--- src/rtl/cpu_types_pkg.sv ---
// Shared CPU types: branch predictor counter encoding and BTB entry layout.
package cpu_types_pkg;

    localparam int BTB_ENTRIES = 8;
    // Sized for the smallest legal BTB (2 entries); larger BTBs leave upper tag bits at zero.
    localparam int BTB_TAG_W   = 29;
    localparam int BTB_TGT_W   = 30;

    typedef enum logic [1:0] {
        SNT = 2'b00,
        WNT = 2'b01,
        WT  = 2'b10,
        ST  = 2'b11
    } bpctr_t;

    typedef struct packed {
        logic                 valid;
        logic [BTB_TAG_W-1:0] tag;
        logic [BTB_TGT_W-1:0] target;
        bpctr_t               ctr;
    } btb_entry_t;

endpackage

--- src/rtl/sat_counter2.sv ---
// Next-state logic for a 2-bit saturating taken/not-taken counter.
module sat_counter2
    import cpu_types_pkg::*;
(
    input  bpctr_t ctr_i,
    input  logic   taken_i,
    output bpctr_t ctr_o
);

    always_comb begin
        ctr_o = ctr_i;
        case (ctr_i)
            SNT: ctr_o = taken_i ? WNT : SNT;
            WNT: ctr_o = taken_i ? WT  : SNT;
            WT:  ctr_o = taken_i ? ST  : WNT;
            ST:  ctr_o = taken_i ? ST  : WT;
            default: ctr_o = ctr_i;
        endcase
    end

endmodule

--- src/rtl/branch_target_predictor.sv ---
// Fetch-side direct-mapped BTB with 2-bit counters, trained by resolved BEQ/BNE
// outcomes from MEM, plus a saturating mispredict counter.
module branch_target_predictor
    import cpu_types_pkg::*;
#(
    parameter  int ENTRIES = BTB_ENTRIES,
    localparam int IDX_W   = $clog2(ENTRIES)
) (
    input  logic        CLK,
    input  logic        RST,
    input  logic [31:0] fetch_pc,
    output logic        predict_taken,
    output logic [31:0] predict_target,
    input  logic        upd_en,
    input  logic [31:0] upd_pc,
    input  logic        upd_taken,
    input  logic [31:0] upd_target,
    input  logic        upd_predicted,
    output logic [15:0] mispredict_cnt
);

    function automatic logic [BTB_TAG_W-1:0] tag_of(input logic [31:0] pc);
        return BTB_TAG_W'(pc >> (IDX_W + 2));
    endfunction

    btb_entry_t       btb_q [ENTRIES];
    btb_entry_t       btb_d [ENTRIES];
    logic [15:0]      mispredict_cnt_q, mispredict_cnt_d;

    logic [IDX_W-1:0] fetch_idx, upd_idx;
    btb_entry_t       fetch_e, upd_e;
    logic             fetch_hit, upd_hit;
    bpctr_t           upd_ctr_next;

    // Word-offset bits carry no information for a word-aligned PC or target.
    logic             unused_low_bits;
    assign unused_low_bits = ^{upd_pc[1:0], upd_target[1:0]};

    // Lookup reads the registered table only, so an update is never bypassed.
    assign fetch_idx      = fetch_pc[IDX_W+1:2];
    assign fetch_e        = btb_q[fetch_idx];
    assign fetch_hit      = fetch_e.valid && (fetch_e.tag == tag_of(fetch_pc));
    assign predict_taken  = fetch_hit && fetch_e.ctr[1];
    assign predict_target = predict_taken ? {fetch_e.target, 2'b00} : fetch_pc + 32'd4;
    assign mispredict_cnt = mispredict_cnt_q;

    assign upd_idx = upd_pc[IDX_W+1:2];
    assign upd_e   = btb_q[upd_idx];
    assign upd_hit = upd_e.valid && (upd_e.tag == tag_of(upd_pc));

    sat_counter2 u_sat_counter2 (
        .ctr_i   (upd_e.ctr),
        .taken_i (upd_taken),
        .ctr_o   (upd_ctr_next)
    );

    always_comb begin
        // NOTE: every always_comb output is defaulted first so no path leaves it unassigned (no latch).
        btb_d            = btb_q;
        mispredict_cnt_d = mispredict_cnt_q;
        if (upd_en) begin
            if (upd_hit) begin
                btb_d[upd_idx].ctr = upd_ctr_next;
                if (upd_taken) begin
                    btb_d[upd_idx].target = upd_target[31:2];
                end
            end else if (upd_taken) begin
                btb_d[upd_idx] = '{valid: 1'b1, tag: tag_of(upd_pc),
                                   target: upd_target[31:2], ctr: WT};
            end
            if ((upd_predicted != upd_taken) && (mispredict_cnt_q != 16'hFFFF)) begin
                mispredict_cnt_d = mispredict_cnt_q + 16'd1;
            end
        end
    end

    always_ff @(posedge CLK or posedge RST) begin
        if (RST) begin
            // NOTE: the table is a flop array, not SRAM, so reset clears every entry asynchronously.
            for (int i = 0; i < ENTRIES; i++) begin
                btb_q[i] <= '{valid: 1'b0, tag: '0, target: '0, ctr: WNT};
            end
            mispredict_cnt_q <= '0;
        end else begin
            btb_q            <= btb_d;
            mispredict_cnt_q <= mispredict_cnt_d;
        end
    end

endmodule
--- config.mk ---
export PLATFORM = sky130hd
export DESIGN_NAME = branch_target_predictor
export DESIGN_NICKNAME = d
export VERILOG_FILES = /design/src/rtl/cpu_types_pkg.sv /design/src/rtl/sat_counter2.sv /design/src/rtl/branch_target_predictor.sv
export SDC_FILE = /design/constraint.sdc
export NUM_CORES = 1
export LEC_CHECK = 0
export ABC_AREA = 1
export CELL_PAD_IN_SITES_DETAIL_PLACEMENT = 0
export CELL_PAD_IN_SITES_GLOBAL_PLACEMENT = 1
export CORE_MARGIN = 2
export CORE_UTILIZATION = 48
export DETAILED_ROUTE_END_ITERATION = 12
export PLACE_DENSITY_LB_ADDON = 0.1
export SETUP_SLACK_MARGIN = 0.05
export SLEW_MARGIN = 0
export SYNTH_ARGS = -nofsm -noshare
export SYNTH_HDL_FRONTEND = slang
export SYNTH_SLANG_ARGS = --single-unit
--- constraint.sdc ---
create_clock -name CLK -period 37.7 [get_ports CLK]
set_input_delay 9.425 -clock CLK [delete_from_list [all_inputs] [get_ports CLK]]
set_output_delay 9.425 -clock CLK [all_outputs]
set_load 0.005 [all_outputs]
==> out/metrics.yaml, run 1 <==
outcome: "finished, final reports clean"
ys_seq_area_frac: 0.464
hold_ws_ps: 467
first_pass_iters: 8
cts_setup_buffers: 0
clk_latency_ps: 620
max_clock_freq_ghz: 0.0425
synth-main-ff-cell: "dfrtp_1"
holdCritPathClass: "reg -> reg"
cpMostUsedCell: "buf_4"
slowest_delay_ps: 660
powerDensity_nw_per_um2: 51.7
route.detailed.drc: 0
synthToLayoutAreaGrowth_pct: 13.5
final_util: 0.552
clockBufferDepth: 3
synth_edf_count: 0
critPathTopFamily: "buffers and inverters"
finalWeightedCongestion: 0.984
hold_viol_final: 0
layout_min_cycle_time_ps: 23540
yosysUniqueCellTypes: 40
cts_tree: "yes"
critPathArrivalTime_ps: 14120
synth_area_leaders: "dfrtp_1 (46%), nand2_1 (14%), o21ai_0 (11%)"
ctsResizeCount: 0
drive_gt1_frac: 0.0483
dp_hpwl_mm: 53.8
max-slew-margin-rel: 0.243
cts_sinks: 496
critical_path_class: "in -> out"
min_from: "btb_q[310]"
rows: 86
cts_hold_buf: 0
critical_path_required_ps: 28270
syn_inst: 3670
slew_viol_final: 0
die_area_sq_um: 57700
port_buffers: 145
grt_max_degree: 163
grt_util_all_layers: 0.303
finalSetupViolCount: 0
worst_clock_skew_ps: 27.3
yosys.area.top_type: "dfrtp_1"
crit_start: "fetch_pc[3]"
async_reset_ff_frac: 1.00
synthTopCellsByCount: "nand2_1 (1007), o21ai_0 (568), dfrtp_1 (488)"
ant_nets: 0
r2r-start: "btb_q[470]"
cp_max_fo: 53
drtIter0Drc: 2172
worst_setup_path_start_kind: "input port"
post-route-period-util: 0.624
endpoint_kind: "output port"
finalNetCount: 3793
detail_route.wl_per_cell_um: 19.4
path_buf_inv: 6
wirelength_mm: 87.0
clk_pin_slew_worst_paths_ps: 60
grt_pass1_wl_mm: 135
start_util: 0.486
p_leak_nw: 14.5
drv_cap: 0
tns_ps: 0
numCtsBuffers: 57
io_pins: 150
syn_nets: 3773
rsz0062_at_grt: "false"
worstPathCellList: "buf_4, buf_4, inv_2, buf_4, a21oi_1, o21ai_0, nand2_1, nand2_1, nand3_1, and3_1, nand3_1, nor2_2, nand2_2, buf_4, o21ai_0, clkdlybuf4s50_1"
overflow: 0
syn_area_sq_um: 26800
antenna_found_initial: 12
synth_top_area_frac: 0.456
ys_warn_count: 0
fillers: 5299
synth_seq_cells: 496
crit_slowest_cell: "buf_4"
die_w_um: 240
tightest_slew_ps: 1140
vdd_drop_max_uv: 39.9
vias: 24900
clockRootBuffer: "clkbuf_16"
finalPower_w: 0.00157
die_y_um: 240
h-tree-depth: 2
viasPerCell: 5.55
yosysMostFrequentCell: "nand2_1"
avgSynthCellArea_sq_um: 7.30
first_global_vias: 23700
coreArea_sq_um: 55100
-- power breakdown --
group / leakage, nW / switching (W) / internal, W
clock: 0.927 / 0.000224 / 0.000331
combinational: 7.54 / 0.000187 / 0.000121
sequential: 6.03 / 0.0000647 / 0.000643
-- per-stage QoR --
step           cell area, sq um  setup slack (ps)  std cells
5_1_grt                   30400             14010       4481
4_1_cts                   30400             14290       4478
6_report                  30400             14160       4481
3_5_place_dp              28500             14300       4379
3_3_place_gp              28500             14320       4379
2_1_floorplan             26800             14440       3670
-- worst reg2reg max path: cells and delay by family (launching register included) --
family	cells	cell delay (ps)
and+or+nand+nor	12	1900
DFF	1	390
buffers and inverters	1	560
AOI/OAI and AO/OA	1	250
-- logic make-up after synthesis --
logic type,count (synthesis),share of synthesized area
simple gates,1667,0.252
xor+xnor,44,0.0144
flops,496,0.464
compound gates,897,0.183
fa+ha+maj,2,0.000934
buf+inv,564,0.0851
-- per-layer routing --
metal / part of all wire / vias up / wire, um / track usage
li1: - / 11900 / - / -
met1: 0.43 / 11800 / 37400 / 0.410
met2: 0.47 / 910 / 40600 / 0.494
met3: 0.073 / 174 / 6370 / 0.0550
met4: 0.028 / 18 / 2470 / 0.0962
met5: 0.0014 / - / 119 / 0
-- registers in the layout (all words and copies together) (netlist names) --
name / count
mispredict_cnt: 16
btb_q: 480
-- path summary, 6_finish.rpt --
| path | cells after the start | slack [ps] | endpoint |
|---|---|---|---|
| worst max-delay path | 16 | 14160 | predict_target[16] |
| worst min-delay path | 2 | 470 | btb_q[310] |
| worst max register to register | 14 | 34460 | btb_q[347] |
| worst min register to register | 2 | 470 | btb_q[310] |
| max in group asynchronous | 4 | 25890 | btb_q[364] |
| min in group asynchronous | 2 | 9380 | btb_q[126] |
-- area by class of cell --
cell class	instances	area [sq um]	share of cell area
Sequential cell	496	12400	0.409
Multi-Input combinational cell	2610	12100	0.399
Timing Repair Buffer	183	1740	0.0573
Clock buffer	84	1710	0.0563
Inverter	342	1290	0.0426
Tap cell	748	936	0.0308
Clock inverter	15	160	0.00527
Antenna cell	3	7.51	0.000247
-- placed cells by master, fill, tap and decap left out, types with 8 or more instances in the layout --
| cell | netlist | final |
|---|---|---|
| a21oi_1 | 159 | 159 |
| buf_4 | 13 | 39 |
| clkbuf_1 | 119 | 11 |
| clkbuf_16 | 0 | 59 |
| clkbuf_8 | 0 | 15 |
| clkdlybuf4s50_1 | 0 | 141 |
| clkinv_2 | 0 | 9 |
| dfrtp_1 | 488 | 488 |
| dfstp_2 | 8 | 8 |
| inv_1 | 339 | 334 |
| nand2_1 | 1007 | 1005 |
| nand2_2 | 9 | 11 |
| nand3_1 | 221 | 221 |
| nand4_1 | 19 | 19 |
| nor2_1 | 353 | 348 |
| nor3_1 | 21 | 20 |
| o211ai_1 | 44 | 44 |
| o21a_1 | 60 | 60 |
| o21ai_0 | 568 | 568 |
| o221ai_1 | 28 | 28 |
| o22ai_1 | 31 | 31 |
| or2_2 | 11 | 11 |
| xor2_1 | 37 | 37 |
Note: power is estimated with default switching activity, not from simulation.
==> inputs of run 2 (changes only) <==
- CORE_UTILIZATION: 48 -> 40
- clock period: 37.7 -> 19.45 ns (I/O delays scaled with it)
==> out/metrics.yaml, run 2 (synthesis results as in run 1) <==
slew_viol_final: 0  # unchanged
p_leak_nw: 14.6  # was 14.5 nW
first_global_vias: 23800  # was 23700
slowest_delay_ps: 720  # was 660 ps
powerDensity_nw_per_um2: 103  # was 51.7 nW/um^2
finalSetupViolCount: 0  # unchanged
max_clock_freq_ghz: 0.0670
fillers: 6556  # was 5299
first_pass_iters: 5  # was 8
power.internal_w: 0.00222  # was 0.00110 W
grt_pass1_wl_mm: 142  # was 135 mm
port_buffers: 145  # unchanged
clockBufferDepth: 3  # unchanged
critical_path_required_ps: 14590  # was 28270 ps
seq_power_share: 0.432  # was 0.450
outcome: "finished, final reports clean"  # unchanged
overflow: 0  # unchanged
top_register: "btb_q"  # unchanged
tns_ps: 0  # unchanged
clockRootBuffer: "clkbuf_16"  # unchanged
cts_setup_buffers: 0  # unchanged
sw_frac_of_total: 0.301  # was 0.303
clk_latency_ps: 630  # was 620 ps
finalNetCount: 3794  # was 3793
drv_cap: 0  # unchanged
coreArea_sq_um: 66000  # was 55100 sq um
rsz0062_at_grt: "false"  # unchanged
crit_path_end: "predict_target[16]"  # unchanged
layout_min_cycle_time_ps: 14920
holdCritPathClass: "reg -> reg"  # unchanged
detail_route.wl_per_cell_um: 20.0  # was 19.4 um
post-route-period-util: 0.767
cts_sinks: 496  # unchanged
finalWeightedCongestion: 0.907  # was 0.984
critPathTopFamily: "buffers and inverters"  # unchanged
wirelength_mm: 92.0  # was 87.0 mm
r2r_cells: 14  # unchanged
start_util: 0.406  # was 0.486
die_w_um: 263  # was 240 um
cts_tree: "yes"  # unchanged
worst_clock_skew_ps: 18.0  # was 27.3 ps
numCtsBuffers: 59  # was 57
clock_power_share: 0.378  # was 0.353
p_comb_frac: 0.189  # was 0.196
rows: 94  # was 86
power_switching_w: 0.000954  # was 0.000476 W
max-slew-margin-rel: 0.256  # was 0.243
viasPerCell: 5.32  # was 5.55
critical_path_class: "in -> out"  # unchanged
die_y_um: 263  # was 240 um
cts_hold_buf: 0  # unchanged
largest_register_ff_count: 480  # unchanged
r2r-start: "btb_q[352]"  # was btb_q[470]
worst_setup_path_start_kind: "input port"  # unchanged
vdd_drop_max_uv: 129  # was 39.9 uV
mostFrequentLayoutCells: "nand2_1 (1005), o21ai_0 (568), dfrtp_1 (488)"  # unchanged
ant_nets: 0  # unchanged
path_buf_inv: 4  # was 6
hold_viol_final: 0  # unchanged
cpMostUsedCell: "nand3_1"  # was buf_4
mostFrequentLayoutCell: "nand2_1"  # unchanged
die_area_sq_um: 69000  # was 57700 sq um
route.detailed.drc: 0  # unchanged
critPathArrivalTime_ps: 10060  # was 14120 ps
antenna_found_initial: 14  # was 12
vias: 24500  # was 24900
dp_hpwl_mm: 56.0  # was 53.8 mm
io_pins: 150  # unchanged
worstSetupPathDepth: 13  # was 16
drive_gt1_frac: 0.0516  # was 0.0483
worst_r2r_endpoint: "btb_q[286]"  # was btb_q[347]
stdcell_count: 4608  # was 4481
h-tree-depth: 2  # unchanged
clk_pin_slew_worst_paths_ps: 60  # about the same
endpoint_kind: "output port"  # unchanged
grt_max_degree: 153  # was 163
grt_util_all_layers: 0.265  # was 0.303
synthToLayoutAreaGrowth_pct: 15.0  # was 13.5%
dp_cells: 4494  # was 4379
worstPathCellList: "clkbuf_8, inv_4, buf_4, nand3_1, nand3_1, nand3_1, nand2_1, and3_1, nand3_1, nor2_2, nand2_2, o21ai_0, clkdlybuf4s50_1"  # was buf_4, buf_4, inv_2, buf_4, a21oi_1, o21ai_0, nand2_1, nand2_1, nand3_1, and3_1, nand3_1, nor2_2, nand2_2, buf_4, o21ai_0, clkdlybuf4s50_1
ctsResizeCount: 0  # unchanged
drtIter0Drc: 2098  # was 2172
reg2reg_slack_ps: 16040  # was 34460 ps
tightest_slew_ps: 1120  # was 1140 ps
crit_slowest_cell: "nand2_2"  # was buf_4
cp_max_fo: 76  # was 53
crit_start: "fetch_pc[2]"  # was fetch_pc[3]
-- run 2: cell count changes in the layout (fill, tap and decap cells not counted), moves of 2 or more --
| cell | before | now |
|---|---|---|
| clkinv_2 | 9 | 13 |
| clkbuf_1 | 11 | 8 |
| clkbuf_16 | 59 | 61 |
| bufinv_16 | 3 | 7 |
| buf_4 | 39 | 37 |
| clkbuf_8 | 15 | 20 |
-- run 2: tightest hold or removal path, cell delays in order, from the launching register on --
cell and delay, ps:
dfstp_2 360, nand2_1 50, nand2_1 40
-- run 2: per-layer routing --
layer	part of all wire	up-vias	global-route usage	wire [um]
li1	-	12000	-	-
met4	0.025	20	0.0797	2320
met1	0.45	11700	0.363	41600
met5	0.0014	-	0	127
met2	0.47	690	0.436	43000
met3	0.054	169	0.0359	4930
-- run 2: worst min-delay path by stage --
| stage | from | slack [ps] | depth (start not counted) | endpoint |
|---|---|---|---|---|
| 6_report | btb_q[372] | 460 | 2 | btb_q[372] |
| 3_3_place_gp | btb_q[310] | 450 | 2 | btb_q[310] |
| 3_5_place_dp | btb_q[372] | 460 | 2 | btb_q[372] |
| 5_1_grt | btb_q[0] | 480 | 2 | btb_q[0] |
| 4_1_cts | btb_q[372] | 460 | 2 | btb_q[372] |
| 2_1_floorplan | btb_q[310] | 440 | 2 | btb_q[310] |
-- run 2: per-stage QoR --
stage / hold WS, ps / power (W) / cell area (sq um) / utilization / worst slack [ps]
final: 461 / 0.00317 / 30800 / 0.467 / 4530
after detailed placement: 456 / 0.00199 / 28700 / 0.434 / 4660
after global placement: 451 / 0.00196 / 28700 / 0.434 / 4630
after floorplan: 442 / 0.00179 / 26800 / - / 755
after CTS: 464 / 0.00320 / 30800 / 0.466 / 4660
after global routing: 485 / 0.00335 / 30800 / 0.467 / 4350
-- run 2: final cells by class --
type | count | area, sq um | share of cell area
multi-input cells | 2610 | 12100 | 0.394
flip-flops and latches | 496 | 12400 | 0.403
inverters | 342 | 1290 | 0.0421
clock inverters | 22 | 295 | 0.00959
clock buffers | 88 | 1820 | 0.0590
diodes | 4 | 10.0 | 0.000325
repair buffers | 182 | 1750 | 0.0568
well taps | 864 | 1080 | 0.0351
-- run 2: power by group through the flow --
stage / Combinational [W] / Clock, W / Sequential [W]
global placement: 0.000585 / 0 / 0.00138
floorplan: 0.000428 / 0 / 0.00136
finish: 0.000601 / 0.00120 / 0.00137
global route: 0.000692 / 0.00126 / 0.00140
CTS: 0.000604 / 0.00122 / 0.00137
detailed placement: 0.000602 / 0 / 0.00139
==> inputs of run 3 (changes only) <==
- clock period: 19.45 -> 12.9 ns (I/O delays scaled with it)
==> out/metrics.yaml, run 3 (synthesis results as in run 1) <==
wirelength_mm: 92.2  # was 92.0 mm
start_util: 0.406  # unchanged
grt_pass1_wl_mm: 142  # about the same
ant_nets: 0  # unchanged
worstPathCellList: "clkbuf_8, buf_4, nor2_1, nor2_1, o21ai_0, nand3_1, nand2_1, nand2_1, and2_1, nand4_1, nor2_2, nand2_2, buf_4, o21ai_0, clkdlybuf4s50_1"  # was clkbuf_8, inv_4, buf_4, nand3_1, nand3_1, nand3_1, nand2_1, and3_1, nand3_1, nor2_2, nand2_2, o21ai_0, clkdlybuf4s50_1
multi_input_area_sq_um: 12100  # unchanged
clk_pin_slew_worst_paths_ps: 60  # about the same
mostFrequentLayoutCell: "nand2_1"  # unchanged
drive_gt1_frac: 0.0523  # was 0.0516
critPathArrivalTime_ps: 7560  # was 10060 ps
finalNetCount: 3801  # was 3794
cts_setup_buffers: 0  # unchanged
detail_route.wl_per_cell_um: 20.0  # about the same
min_from: "btb_q[310]"  # was btb_q[372]
max_clock_freq_ghz: 0.0927
rows: 94  # unchanged
endpoint_kind: "output port"  # unchanged
hold_viol_final: 0  # unchanged
antenna_found_initial: 14  # unchanged
path_buf_inv: 4  # unchanged
critical_path_required_ps: 9680  # was 14590 ps
worst_setup_path_start_kind: "input port"  # unchanged
dp_cells: 4503  # was 4494
vias: 24900  # was 24500
cts_sinks: 496  # unchanged
synthToLayoutAreaGrowth_pct: 15.1  # was 15.0%
h-tree-depth: 2  # unchanged
die_w_um: 263  # unchanged
ctsResizeCount: 0  # unchanged
slew_viol_final: 0  # unchanged
first_pass_iters: 8  # was 5
vdd_drop_max_uv: 110  # was 129 uV
seq_area_sq_um: 12400  # unchanged
stdcell_count: 4617  # was 4608
coreArea_sq_um: 66000  # unchanged
critPathTopFamily: "simple AND/OR/NAND/NOR gates"  # was buffers and inverters
route.detailed.drc: 0  # unchanged
worst_clock_skew_ps: 29.7  # was 18.0 ps
finalSetupViolCount: 0  # unchanged
p_leak_nw: 14.6  # about the same
largest_register_ff_count: 480  # unchanged
layout_min_cycle_time_ps: 10790
viasPerCell: 5.40  # was 5.32
drv_cap: 0  # unchanged
holdCritPathClass: "reg -> reg"  # unchanged
crit_start: "fetch_pc[2]"  # unchanged
clockRootBuffer: "clkbuf_16"  # unchanged
grt_max_degree: 143  # was 153
mostFrequentLayoutCells: "nand2_1 (1005), o21ai_0 (568), dfrtp_1 (488)"  # unchanged
tightest_slew_ps: 1170  # was 1120 ps
grt_util_all_layers: 0.264  # was 0.265
cts_hold_buf: 0  # unchanged
cts_tree: "yes"  # unchanged
max-slew-margin-rel: 0.217  # was 0.256
critical_path_class: "in -> out"  # unchanged
rsz0062_at_grt: "false"  # unchanged
numCtsBuffers: 57  # was 59
first_global_vias: 23800  # about the same
clockBufferDepth: 3  # unchanged
finalWeightedCongestion: 0.916  # was 0.907
tns_ps: 0  # unchanged
powerDensity_nw_per_um2: 155  # was 103 nW/um^2
top_register: "btb_q"  # unchanged
cp_max_fo: 62  # was 76
dp_hpwl_mm: 57.7  # was 56.0 mm
die_area_sq_um: 69000  # unchanged
die_y_um: 263  # unchanged
fillers: 6567  # was 6556
outcome: "finished, final reports clean"  # unchanged
io_pins: 150  # unchanged
crit_slowest_cell: "buf_4"  # was nand2_2
port_buffers: 145  # unchanged
drtIter0Drc: 2016  # was 2098
overflow: 0  # unchanged
post-route-period-util: 0.836
clk_latency_ps: 640  # was 630 ps
slowest_delay_ps: 580  # was 720 ps
r2r-start: "btb_q[472]"  # was btb_q[352]
run 3: cell types whose count changed in the layout (fill, tap and decap cells not counted), moves of 2 or more:
cell / previous run / this run
buf_4: 37 / 47
clkinv_2: 13 / 6
clkbuf_8: 20 / 24
clkbuf_1: 8 / 11
clkbuf_16: 61 / 58
diode_2: 4 / 7
clkinv_4: 2 / 0
run 3: path summary, 6_finish.rpt:
path,end,slack (ps),cells past startpoint
max,predict_target[21],2110,15
min,btb_q[310],460,2
max reg2reg,btb_q[348],9560,14
min reg2reg,btb_q[310],460,2
max in group asynchronous,btb_q[311],7550,4
min in group asynchronous,btb_q[69],3110,2
run 3: through the flow:
| step | setup slack [ps] | power [W] | hold WS (ps) | cell area (sq um) | util |
|---|---|---|---|---|---|
| 4_1_cts | 2140 | 0.00480 | 464 | 30800 | 0.467 |
| 6_report | 2110 | 0.00477 | 461 | 30800 | 0.467 |
| 2_1_floorplan | 2950 | 0.00269 | 442 | 26800 | - |
| 3_5_place_dp | 2150 | 0.00300 | 455 | 28700 | 0.435 |
| 5_1_grt | 1850 | 0.00504 | 479 | 30800 | 0.467 |
| 3_3_place_gp | 2150 | 0.00296 | 452 | 28700 | 0.435 |
run 3: power breakdown:
part	internal (W)	switching, W
Clock	0.00110	0.000694
Combinational	0.000356	0.000553
Sequential	0.00188	0.000188
Total	0.00333	0.00144
run 3: metal layers:
metal,vias up,track usage,wire (um)
met3,185,0.0405,5620
met5,-,0,81
met4,12,0.0913,2870
li1,12000,-,-
met1,11900,0.358,40800
met2,828,0.431,42800
run 3: final cells by class:
class / instances / area share
antenna: 7 / 0.000568
clock inverter: 15 / 0.00905
tap: 864 / 0.0351
multi-input combinational: 2610 / 0.393
timing repair buffer: 191 / 0.0585
clock buffer: 92 / 0.0587
sequential: 496 / 0.403
inverter: 342 / 0.0419
run 3: worst register-to-register path: cells and delay by family (launching register included):
| family | cells | cell delay (ps) |
|---|---|---|
| AOI/OAI and AO/OA | 1 | 210 |
| and+or+nand+nor | 12 | 2030 |
| DFF | 1 | 380 |
| buffers and inverters | 1 | 560 |
